**src/rtl/iir_pkg.sv**
```systemverilog
// Shared definitions for the IIR filter chain: time-constant codes, code->shift map
// and the settle-reader FSM states.
package iir_pkg;

  localparam int unsigned DATA_W  = 36;
  localparam int unsigned CODE_W  = 4;
  localparam int unsigned SHIFT_W = 5;

  localparam logic [CODE_W-1:0] TC_10US    = 4'd1;
  localparam logic [CODE_W-1:0] TC_30US    = 4'd2;
  localparam logic [CODE_W-1:0] TC_100US   = 4'd3;
  localparam logic [CODE_W-1:0] TC_300US   = 4'd4;
  localparam logic [CODE_W-1:0] TC_1MS     = 4'd5;
  localparam logic [CODE_W-1:0] TC_3MS     = 4'd6;
  localparam logic [CODE_W-1:0] TC_10MS    = 4'd7;
  localparam logic [CODE_W-1:0] TC_30MS    = 4'd8;
  localparam logic [CODE_W-1:0] TC_100MS   = 4'd9;
  localparam logic [CODE_W-1:0] TC_300MS   = 4'd10;
  localparam logic [CODE_W-1:0] TC_1S      = 4'd11;
  localparam logic [CODE_W-1:0] TC_3S      = 4'd12;
  localparam logic [CODE_W-1:0] TC_DEFAULT = TC_300MS;

  typedef enum logic [1:0] {
    ST_IDLE,
    ST_SETTLE,
    ST_ACCUM,
    ST_HOLD
  } state_e;

  // Filter time constant is 2^shift cycles; unused codes fall back to the default shift.
  function automatic logic [SHIFT_W-1:0] tc_shift(input logic [CODE_W-1:0] code);
    case (code)
      TC_10US:  tc_shift = 5'd3;
      TC_30US:  tc_shift = 5'd5;
      TC_100US: tc_shift = 5'd7;
      TC_300US: tc_shift = 5'd8;
      TC_1MS:   tc_shift = 5'd10;
      TC_3MS:   tc_shift = 5'd12;
      TC_10MS:  tc_shift = 5'd13;
      TC_30MS:  tc_shift = 5'd15;
      TC_100MS: tc_shift = 5'd17;
      TC_300MS: tc_shift = 5'd18;
      TC_1S:    tc_shift = 5'd20;
      TC_3S:    tc_shift = 5'd22;
      default:  tc_shift = 5'd18;
    endcase
  endfunction

endpackage

```
**src/rtl/iir_tc_lut.sv**
```systemverilog
// Combinational time-constant code -> shift lookup, shared with the filter-side control.
module iir_tc_lut
  import iir_pkg::*;
(
  input  logic [CODE_W-1:0]  code,
  output logic [SHIFT_W-1:0] shift_c
);

  assign shift_c = tc_shift(code);

endmodule

```
**src/rtl/iir_settle_reader.sv**
```systemverilog
// Waits SETTLE_TC filter time constants after a request, averages 2^AVG_LOG2 samples
// and offers the result on valid/ready. Define IIR_SETTLE_READER_AUTO_EN for continuous mode.
module iir_settle_reader
  import iir_pkg::*;
#(
  parameter int unsigned SETTLE_TC = 5,
  parameter int unsigned AVG_LOG2  = 2,
  parameter int unsigned CNT_W     = 28
) (
  input  logic                     i_clk,
  input  logic                     i_rst_n,
  input  logic [CODE_W-1:0]        i_coefficient,
  input  logic signed [DATA_W-1:0] i_data,
  input  logic                     i_start,
  input  logic                     i_ready,
  output logic                     o_valid,
  output logic signed [DATA_W-1:0] o_data,
  output logic                     o_busy,
  output logic                     o_restart
);

  localparam int unsigned ACC_W = DATA_W + AVG_LOG2;
  localparam int unsigned AC_W  = AVG_LOG2 + 1;
  localparam logic [AC_W-1:0] AC_LAST = AC_W'((1 << AVG_LOG2) - 1);

  state_e                    state_q, state_d;
  logic [CNT_W-1:0]          cnt_q, cnt_d;
  logic [CODE_W-1:0]         code_q, code_d;
  logic signed [ACC_W-1:0]   acc_q, acc_d;
  logic [AC_W-1:0]           acc_cnt_q, acc_cnt_d;
  logic                      valid_q, valid_d;
  logic signed [DATA_W-1:0]  data_q, data_d;
  logic                      busy_q, busy_d;
  logic                      restart_q, restart_d;

  logic [SHIFT_W-1:0]        shift_in;
  logic [CNT_W-1:0]          settle_m1;
  logic signed [ACC_W-1:0]   acc_base;
  logic signed [ACC_W-1:0]   acc_sum;
  logic                      coef_change;

  iir_tc_lut u_lut_in (.code(i_coefficient), .shift_c(shift_in));

  assign settle_m1   = (CNT_W'(SETTLE_TC) << shift_in) - CNT_W'(1);
  assign coef_change = (i_coefficient != code_q);

`ifdef IIR_SETTLE_READER_AUTO_EN
  logic [SHIFT_W-1:0] shift_q;
  logic [CNT_W-1:0]   one_tc_m1;

  iir_tc_lut u_lut_q (.code(code_q), .shift_c(shift_q));

  assign one_tc_m1 = (CNT_W'(1) << shift_q) - CNT_W'(1);
`endif

  // First sample of a window is loaded rather than added.
  always_comb begin
    acc_base = acc_q;
    if (acc_cnt_q == '0) acc_base = '0;
    acc_sum = acc_base + ACC_W'(i_data);
  end

  always_comb begin
    state_d   = state_q;
    cnt_d     = cnt_q;
    code_d    = code_q;
    acc_d     = acc_q;
    acc_cnt_d = acc_cnt_q;
    valid_d   = valid_q;
    data_d    = data_q;
    restart_d = 1'b0;

    case (state_q)
      ST_IDLE: begin
        if (i_start) begin
          code_d  = i_coefficient;
          cnt_d   = settle_m1;
          state_d = ST_SETTLE;
        end
      end
      ST_SETTLE, ST_ACCUM: begin
        if (coef_change) begin
          code_d    = i_coefficient;
          cnt_d     = settle_m1;
          acc_d     = '0;
          acc_cnt_d = '0;
          restart_d = 1'b1;
          state_d   = ST_SETTLE;
        end else if (state_q == ST_SETTLE) begin
          if (cnt_q == '0) begin
            acc_cnt_d = '0;
            state_d   = ST_ACCUM;
          end else begin
            cnt_d = cnt_q - CNT_W'(1);
          end
        end else begin
          acc_d = acc_sum;
          if (acc_cnt_q == AC_LAST) begin
            data_d  = DATA_W'(acc_sum >>> AVG_LOG2);
            valid_d = 1'b1;
            state_d = ST_HOLD;
          end else begin
            acc_cnt_d = acc_cnt_q + AC_W'(1);
          end
        end
      end
      ST_HOLD: begin
        if (i_ready) begin
          valid_d = 1'b0;
`ifdef IIR_SETTLE_READER_AUTO_EN
          cnt_d   = one_tc_m1;
          state_d = ST_SETTLE;
`else
          state_d = ST_IDLE;
`endif
        end
      end
      default: state_d = ST_IDLE;
    endcase

    busy_d = (state_d != ST_IDLE);
  end

  always_ff @(posedge i_clk or negedge i_rst_n) begin
    if (!i_rst_n) begin
      state_q   <= ST_IDLE;
      cnt_q     <= '0;
      code_q    <= '0;
      acc_q     <= '0;
      acc_cnt_q <= '0;
      valid_q   <= 1'b0;
      data_q    <= '0;
      busy_q    <= 1'b0;
      restart_q <= 1'b0;
    end else begin
      state_q   <= state_d;
      cnt_q     <= cnt_d;
      code_q    <= code_d;
      acc_q     <= acc_d;
      acc_cnt_q <= acc_cnt_d;
      valid_q   <= valid_d;
      data_q    <= data_d;
      busy_q    <= busy_d;
      restart_q <= restart_d;
    end
  end

  assign o_valid   = valid_q;
  assign o_data    = data_q;
  assign o_busy    = busy_q;
  assign o_restart = restart_q;

endmodule

```
**config.mk**
```make
export PLATFORM = sky130hd
export DESIGN_NAME = iir_settle_reader
export DESIGN_NICKNAME = d
export VERILOG_FILES = /design/src/rtl/iir_pkg.sv /design/src/rtl/iir_tc_lut.sv /design/src/rtl/iir_settle_reader.sv
export SDC_FILE = /design/constraint.sdc
export NUM_CORES = 1
export LEC_CHECK = 0
export BUFFER_PORTS_ARGS = -buffer_cell sky130_fd_sc_hd__clkbuf_2
export CAP_MARGIN = 25
export CORE_MARGIN = 2
export CORE_UTILIZATION = 30
export CTS_CLUSTER_DIAMETER = 50
export DETAILED_ROUTE_END_ITERATION = 16
export GPL_TIMING_DRIVEN = 0
export RECOVER_POWER = 100
export SLEW_MARGIN = 20
export SYNTH_ARGS = -nofsm -noshare
export SYNTH_HDL_FRONTEND = slang
export SYNTH_HIERARCHICAL = 1
export SYNTH_SLANG_ARGS = --single-unit
```
**constraint.sdc**
```tcl
create_clock -name i_clk -period 4.4 [get_ports i_clk]
set_input_delay 0.66 -clock i_clk [delete_from_list [all_inputs] [get_ports i_clk]]
set_output_delay 0.66 -clock i_clk [all_outputs]
set_load 0.005 [all_outputs]
```
**Yosys cells after proc, flatten, opt, wreduce, memory -nomap -nowiden**

Memory sizes are Yosys's and may differ from the RTL's.
Index checks and enable logic that the tools add are counted.

- Flip-flop bits (word level): 114
- Memory bits (read-only): 80
- Bits of input ports: 44
- Output and inout port bits: 39
- Word-level logic and storage cells: 75
- Memories: 1

- Add/subtract/negate cells: 4
- Eq/ne operators: 16
- Shift operators: 1
- Mux-type cells: 29
- Bitwise operators: 2
- Reductions and logical operators: 13

Memories:

| memory | depth | width | rd ports | clocked after memory_dff | wr ports | line | text |
|---|---|---|---|---|---|---|---|
| (no name shown) | 16 | 5 | 1 | 0 | 0 | iir_pkg.sv:32 | `case (code)` |

Operators with widths:

| kind | count |
|---|---|
| $mux W38 | 3 |
| $mux W28 | 4 |
| $pmux W28 S2 | 1 |
| $sub A28 B1 Y28 const B | 2 |
| $add A38 B36 Y38 | 1 |
| $logic_not A28 Y1 | 1 |
| $shl A3 B5 Y28 const A | 1 |
| $ne A2 B2 Y1 const B | 7 |
| $mux W2 | 6 |
| $mux W3 | 4 |
| $ne A3 B3 Y1 const B | 3 |
| $mux W4 | 2 |
| $pmux W4 S2 | 1 |
| $reduce_and A4 Y1 | 2 |
| $mux W1 | 6 |
| $pmux W2 S3 | 1 |
| $reduce_and A3 Y1 | 2 |
| $reduce_bool A2 Y1 | 3 |
| $reduce_and A5 Y1 | 1 |
| $eq A2 B2 Y1 const B | 2 |
| $ne A4 B4 Y1 | 1 |
| $add A3 B1 Y3 const B | 1 |
| $eq A3 B2 Y1 const B | 1 |
| $logic_not A3 Y1 | 1 |
| 7 further kinds | 8 |

**Logic depth before layout (Yosys ltp)**

- Depth after elaboration: 6
- Depth in mapped cells: 17
- Depth with buffers taken out: 15

**By module**

Netlist, hierarchy kept.

Modules (own cells, without submodules):

| module | instances | cells each | area an instance (um2) | seq. area each (um2) |
|---|---|---|---|---|
| iir_settle_reader | 1 | 966 | 7997.7 | 2852.7 |
| iir_tc_lut | 1 | 22 | 191.4 | 0.0 |

**Worst setup path before layout**

No wires, ideal clock.

- Kind: register to register
- Start point: register acc_cnt_q[0]
- End point: register data_q[21], in the netlist o_data[21]
- Library setup time: 125 ps
- Data arrival time: 3287 ps
- Required time: 4275 ps
- Setup slack: 988 ps
- Cell stages (with the launch flop): 16
- Buffers on the path: 2
- Clock period less this slack: 3412 ps
- Path through: dfrtp_1 inv_1 ha_1 nand2_1 clkbuf_1 clkbuf_1 and2_1 ha_1 a21o_1 a31o_2 o311a_1 or2_2 o21ai_0 o31ai_1 xor2_1 mux2_2

- Cells in the longest elaborated chain, start to end: 3
- Elaborated cells between the ends (all ways): 5
- Classes of those cells: add/sub (1); eq/ne (1); mux (1); reduce/logical (2)

RTL lines:

| what | line | text |
|---|---|---|
| start: declaration | iir_settle_reader.sv:30 | `logic [AC_W-1:0] acc_cnt_q, acc_cnt_d;` |
| start signal: assignment | iir_settle_reader.sv:140 | `acc_cnt_q <= acc_cnt_d;` |
| $logic_not A3 Y1 | iir_settle_reader.sv:59 | `if (acc_cnt_q == '0) acc_base = '0;` |
| $mux W38 | iir_settle_reader.sv:59 |  |
| $add A38 B36 Y38 | iir_settle_reader.sv:60 | `acc_sum = acc_base + ACC_W'(i_data);` |
| end signal: assignment | iir_settle_reader.sv:142 | `data_q <= data_d;` |
| end: declaration | iir_settle_reader.sv:32 | `logic signed [DATA_W-1:0] data_q, data_d;` |

Parallel ways exist; a longest one is shown, timed or not.
A chain may end at the register's enable or synchronous reset.

**Worst setup path in the final report**

- Start point: register acc_cnt_q[0]
- End point: register acc_q[33]

- Cells in the longest elaborated chain, start to end: 5

RTL lines:

| what | line | text |
|---|---|---|
| $logic_not A3 Y1 | iir_settle_reader.sv:59 |  |
| $mux W38 | iir_settle_reader.sv:59 |  |
| $add A38 B36 Y38 | iir_settle_reader.sv:60 |  |
| $mux W38 | iir_settle_reader.sv:89 | `end else if (state_q == ST_SETTLE) begin` |
| $mux W38 | iir_settle_reader.sv:82 | `if (coef_change) begin` |
| end signal: assignment | iir_settle_reader.sv:129 | `acc_q <= '0;` |
| end signal: assignment | iir_settle_reader.sv:139 | `acc_q <= acc_d;` |
| end: declaration | iir_settle_reader.sv:29 | `logic signed [ACC_W-1:0] acc_q, acc_d;` |

No other way between the ends. The select of a mux whose other input is x is not followed.

==> impl_results.md <==
* Switching pwr at 0.0008016 W
* Status: finished, violations left
* Final ANT Viol Nets at 0
* Hold Slack at 471.5 ps
* Fill cells at 2,850
* Layout cells sized above 1 at 0.1189
* Final instance area at 9589 µm²
* Worst Reg-to-Reg Cells at 15
* Final max-slew violation count at 87
* Critical Path AT at 4270 ps
* FF-to-FF Start: acc_cnt_q[0]$_DFFE_PN0P_
* Starting Density at 0.3047
* Pwr Density at 303.4 nW/µm²
* Most frequent cells in the layout: 132 x nand2_1, 114 x dfrtp_1, 91 x o21ai_0, 77 x nor2_1, 76 x a21oi_1
* Final min period at 3989 ps
* Initial antenna violation count at 0
* CTS Hold Bufs at 0
* Chip Width at 169.2 µm
* N_diodes at 0
* Placed instance area at 9062 µm²
* Nets at 1,184
* Share of the synthesized area in the top cell type at 0.3484
* Required @ worst endpoint at 4680 ps
* Clock Tree Root: clkbuf_16
* PortBufs at 82
* Gate Count Post-Synth at 988
* CP peak stage delay at 460 ps
* Peak supply drop at 0.2342 mV
* Syn_area_per_cell at 8.289 µm²
* RSZ-0062 raised after global routing: no
* WHS Path Cells at 2
* Slew margin rel. at -0.4667
* IO Count at 83
* Inserted Clock Buffers at 17
* Clock-pin slew on the worst setup and hold paths at 60 ps
* Fmax at 250.7 MHz
* Part of the power in registers at 0.385
* Setup violators final at 0
* Hold Crit Start: acc_q[34]$_DFFE_PN0P_
* Distinct cell type count after synthesis at 74
* Post-Syn Area at 8189 µm²
* Vias per Instance at 5.293
* Critical path class: flop to flop
* WL final at 23.80 mm
* Pre-Repair DR Iteration Count at 6
* Synth top area cells: dfrtp_1 35%, ha_1 7.6%, nand2_1 6.1%, o21ai_0 5.5%, a21oi_1 4.6%
* Die Y at 169.2 µm
* Row Count at 60
* R2r endpoint: acc_q[33]$_DFFE_PN0P_
* Critical Path Source Type: flop
* Synth Flop Type: dfrtp_1
* Global-route usage over all layers at 0.1708
* Pleak at 4.458 nW
* Worst slew pin tran at 2200 ps
* Drt drc at 0
* Post-DP HPWL at 17.84 mm
* R2R setup slack at 410 ps
* Core area at 26,880 µm²
* Syn Nets at 1,083
* Setup TNS at 0 ps
* Post-synth EDFFs at 0
* Area leader, netlist: dfrtp_1
* Max-cap violations at 2
* CTS tree: yes
* Gpl congestion at 0.8766
* Final hold viol count at 0
* First-pass GRT wire length at 39.10 mm
* Clock share of power at 0.495
* Critical Path Fanout Max at 11
* Drt initial violations at 583
* Hold Crit Class: flop to flop
* GR Overflow Total at 0
* Final instance count without filler cells at 1,443
* Vias in the first global route at 7,429
* Crit end category: flop
* Sw Ratio at 0.2755
* CP Cell Sequence: inv_1, ha_1, nand2_1, clkbuf_2, and2_0, ha_1, clkbuf_1, a21oi_1, o21ai_0, or4_1, a32oi_1, nand4_1, a311oi_1, xor2_1, o21ai_0
* Commonest non-fill, non-tap cell in the layout: nand2_1
* Largest net degree at the start of global routing at 87
* CP startpoint: acc_cnt_q[0]$_DFFE_PN0P_
* Synth async-reset ratio at 1.000
* Wire per inst at 16.50 µm
* CP max stage cell: or4_1
* Longest Clk Path Bufs at 2
* Tcrit/Tclk final at 0.9067
* Area delta synth->final at 17.10%
* Layout Skew at 12.83 ps
* Total die area at 28,640 µm²
* Total clock sinks at 114
* Register bit total from synthesis at 114
* Synth warnings at 6
* Routed vias at 7,638
* Failing checks: max-capacitance violations, max-slew violations
* Hold Path End: acc_q[34]$_DFFE_PN0P_
* Htree depth at 4
* Placed cells at 1,412
* Power Internal at 0.002107 W
* Worst-Skew Late Latency at 430 ps
* Seq/Total Area, Yosys at 0.3484
* Combinational Power Share at 0.120
## Yosys cell counts, drive strengths merged (21+ instances only)
cell    instances
nor2           78
and2           43
xor2           21
ha             50
clkbuf         47
inv            33
a22o           31
nand2         132
dfrtp         114
o21ai          91
nor3           25
a21oi          76
nand3          25
## flip-flops by register name, summed over array words and instances (netlist names)
name	count
acc_cnt_q	3
acc_q	38
cnt_q	28
code_q	4
o_busy	1
o_data	36
o_restart	1
o_valid	1
state_q	2
## worst max-delay path by stage
stage / endpoint / slack [ps] / cells after the start
finish: acc_q[33]$_DFFE_PN0P_ / 410 / 15
global placement: o_data[26]$_DFFE_PN0P_ / 80 / 15
global route: o_data[29]$_DFFE_PN0P_ / 70 / 14
floorplan: o_data[21]$_DFFE_PN0P_ / 990 / 15
CTS: o_data[29]$_DFFE_PN0P_ / 20 / 15
detailed placement: o_data[29]$_DFFE_PN0P_ / 50 / 15
## through the flow
stage | power (W) | setup slack [ps] | utilization
finish | 0.002909 | 410.6 | 0.3568
global route | 0.003023 | 67.79 | 0.3568
CTS | 0.002925 | 21.64 | 0.3596
detailed placement | 0.001488 | 51.31 | 0.3372
global placement | 0.001483 | 83.44 | 0.3358
floorplan | 0.001360 | 987.9 | -
## metal layers
metal / track usage / routed length (µm) / up-vias
li1: - / - / 3769
met5: 0 / 0 / -
met1: 0.2294 / 11320 / 3651
met4: 0.05091 / 358 / 0
met3: 0.03405 / 1045 / 25
met2: 0.2779 / 11090 / 193
## power groups by stage
stage	logic, W	registers (W)	clock network, W
after global placement	0.000345	0.00114	0
after floorplan	0.000230	0.00113	0
after detailed placement	0.000349	0.00114	0
after global routing	0.000394	0.00113	0.00150
after CTS	0.000351	0.00112	0.00145
final	0.000349	0.00112	0.00144
## area by class of cell
type / count / area [µm²] / share of cell area
buffer: 57 / 237.7 / 0.02479
clock buffer: 18 / 439.2 / 0.04580
clock inverter: 14 / 162.7 / 0.01696
inverter: 33 / 123.9 / 0.01292
multi-input combinational: 783 / 4964 / 0.5176
sequential: 114 / 2853 / 0.2975
tap: 341 / 426.7 / 0.04449
timing repair buffer: 83 / 382.9 / 0.03993
## what timing repair did
| item | in CTS | in global routing |
|---|---|---|
| endpoints found under the setup margin | 0 | 20 |
| resized for setup | 0 | 6 |
| endpoints found under the hold margin | 0 | 0 |
| setup buffers | 0 | 0 |
## cells by family (layout without fill, tap and decap cells)
kind of cell    after synthesis  after routing  share of synthesized area
mux                          20             20                    0.02750
fa+ha+maj                    51             51                    0.07884
flops                       114            114                     0.3484
compound gates              305            305                     0.2419
xor+xnor                     35             35                    0.03743
simple gates                372            372                     0.2208
buf+inv                      91            205                    0.04523
## worst max-delay path: cells and delay by family (launching register included)
kind,cells,cell delay (ps)
buffers and inverters,3,540
adder cells (fa/ha/maj),2,410
AND/OR/NAND/NOR,4,1170
AO/OA/AOI/OAI,5,1090
flip-flops,1,370
XOR/XNOR,1,240
No activity file was read; power rests on OpenSTA's default activity.
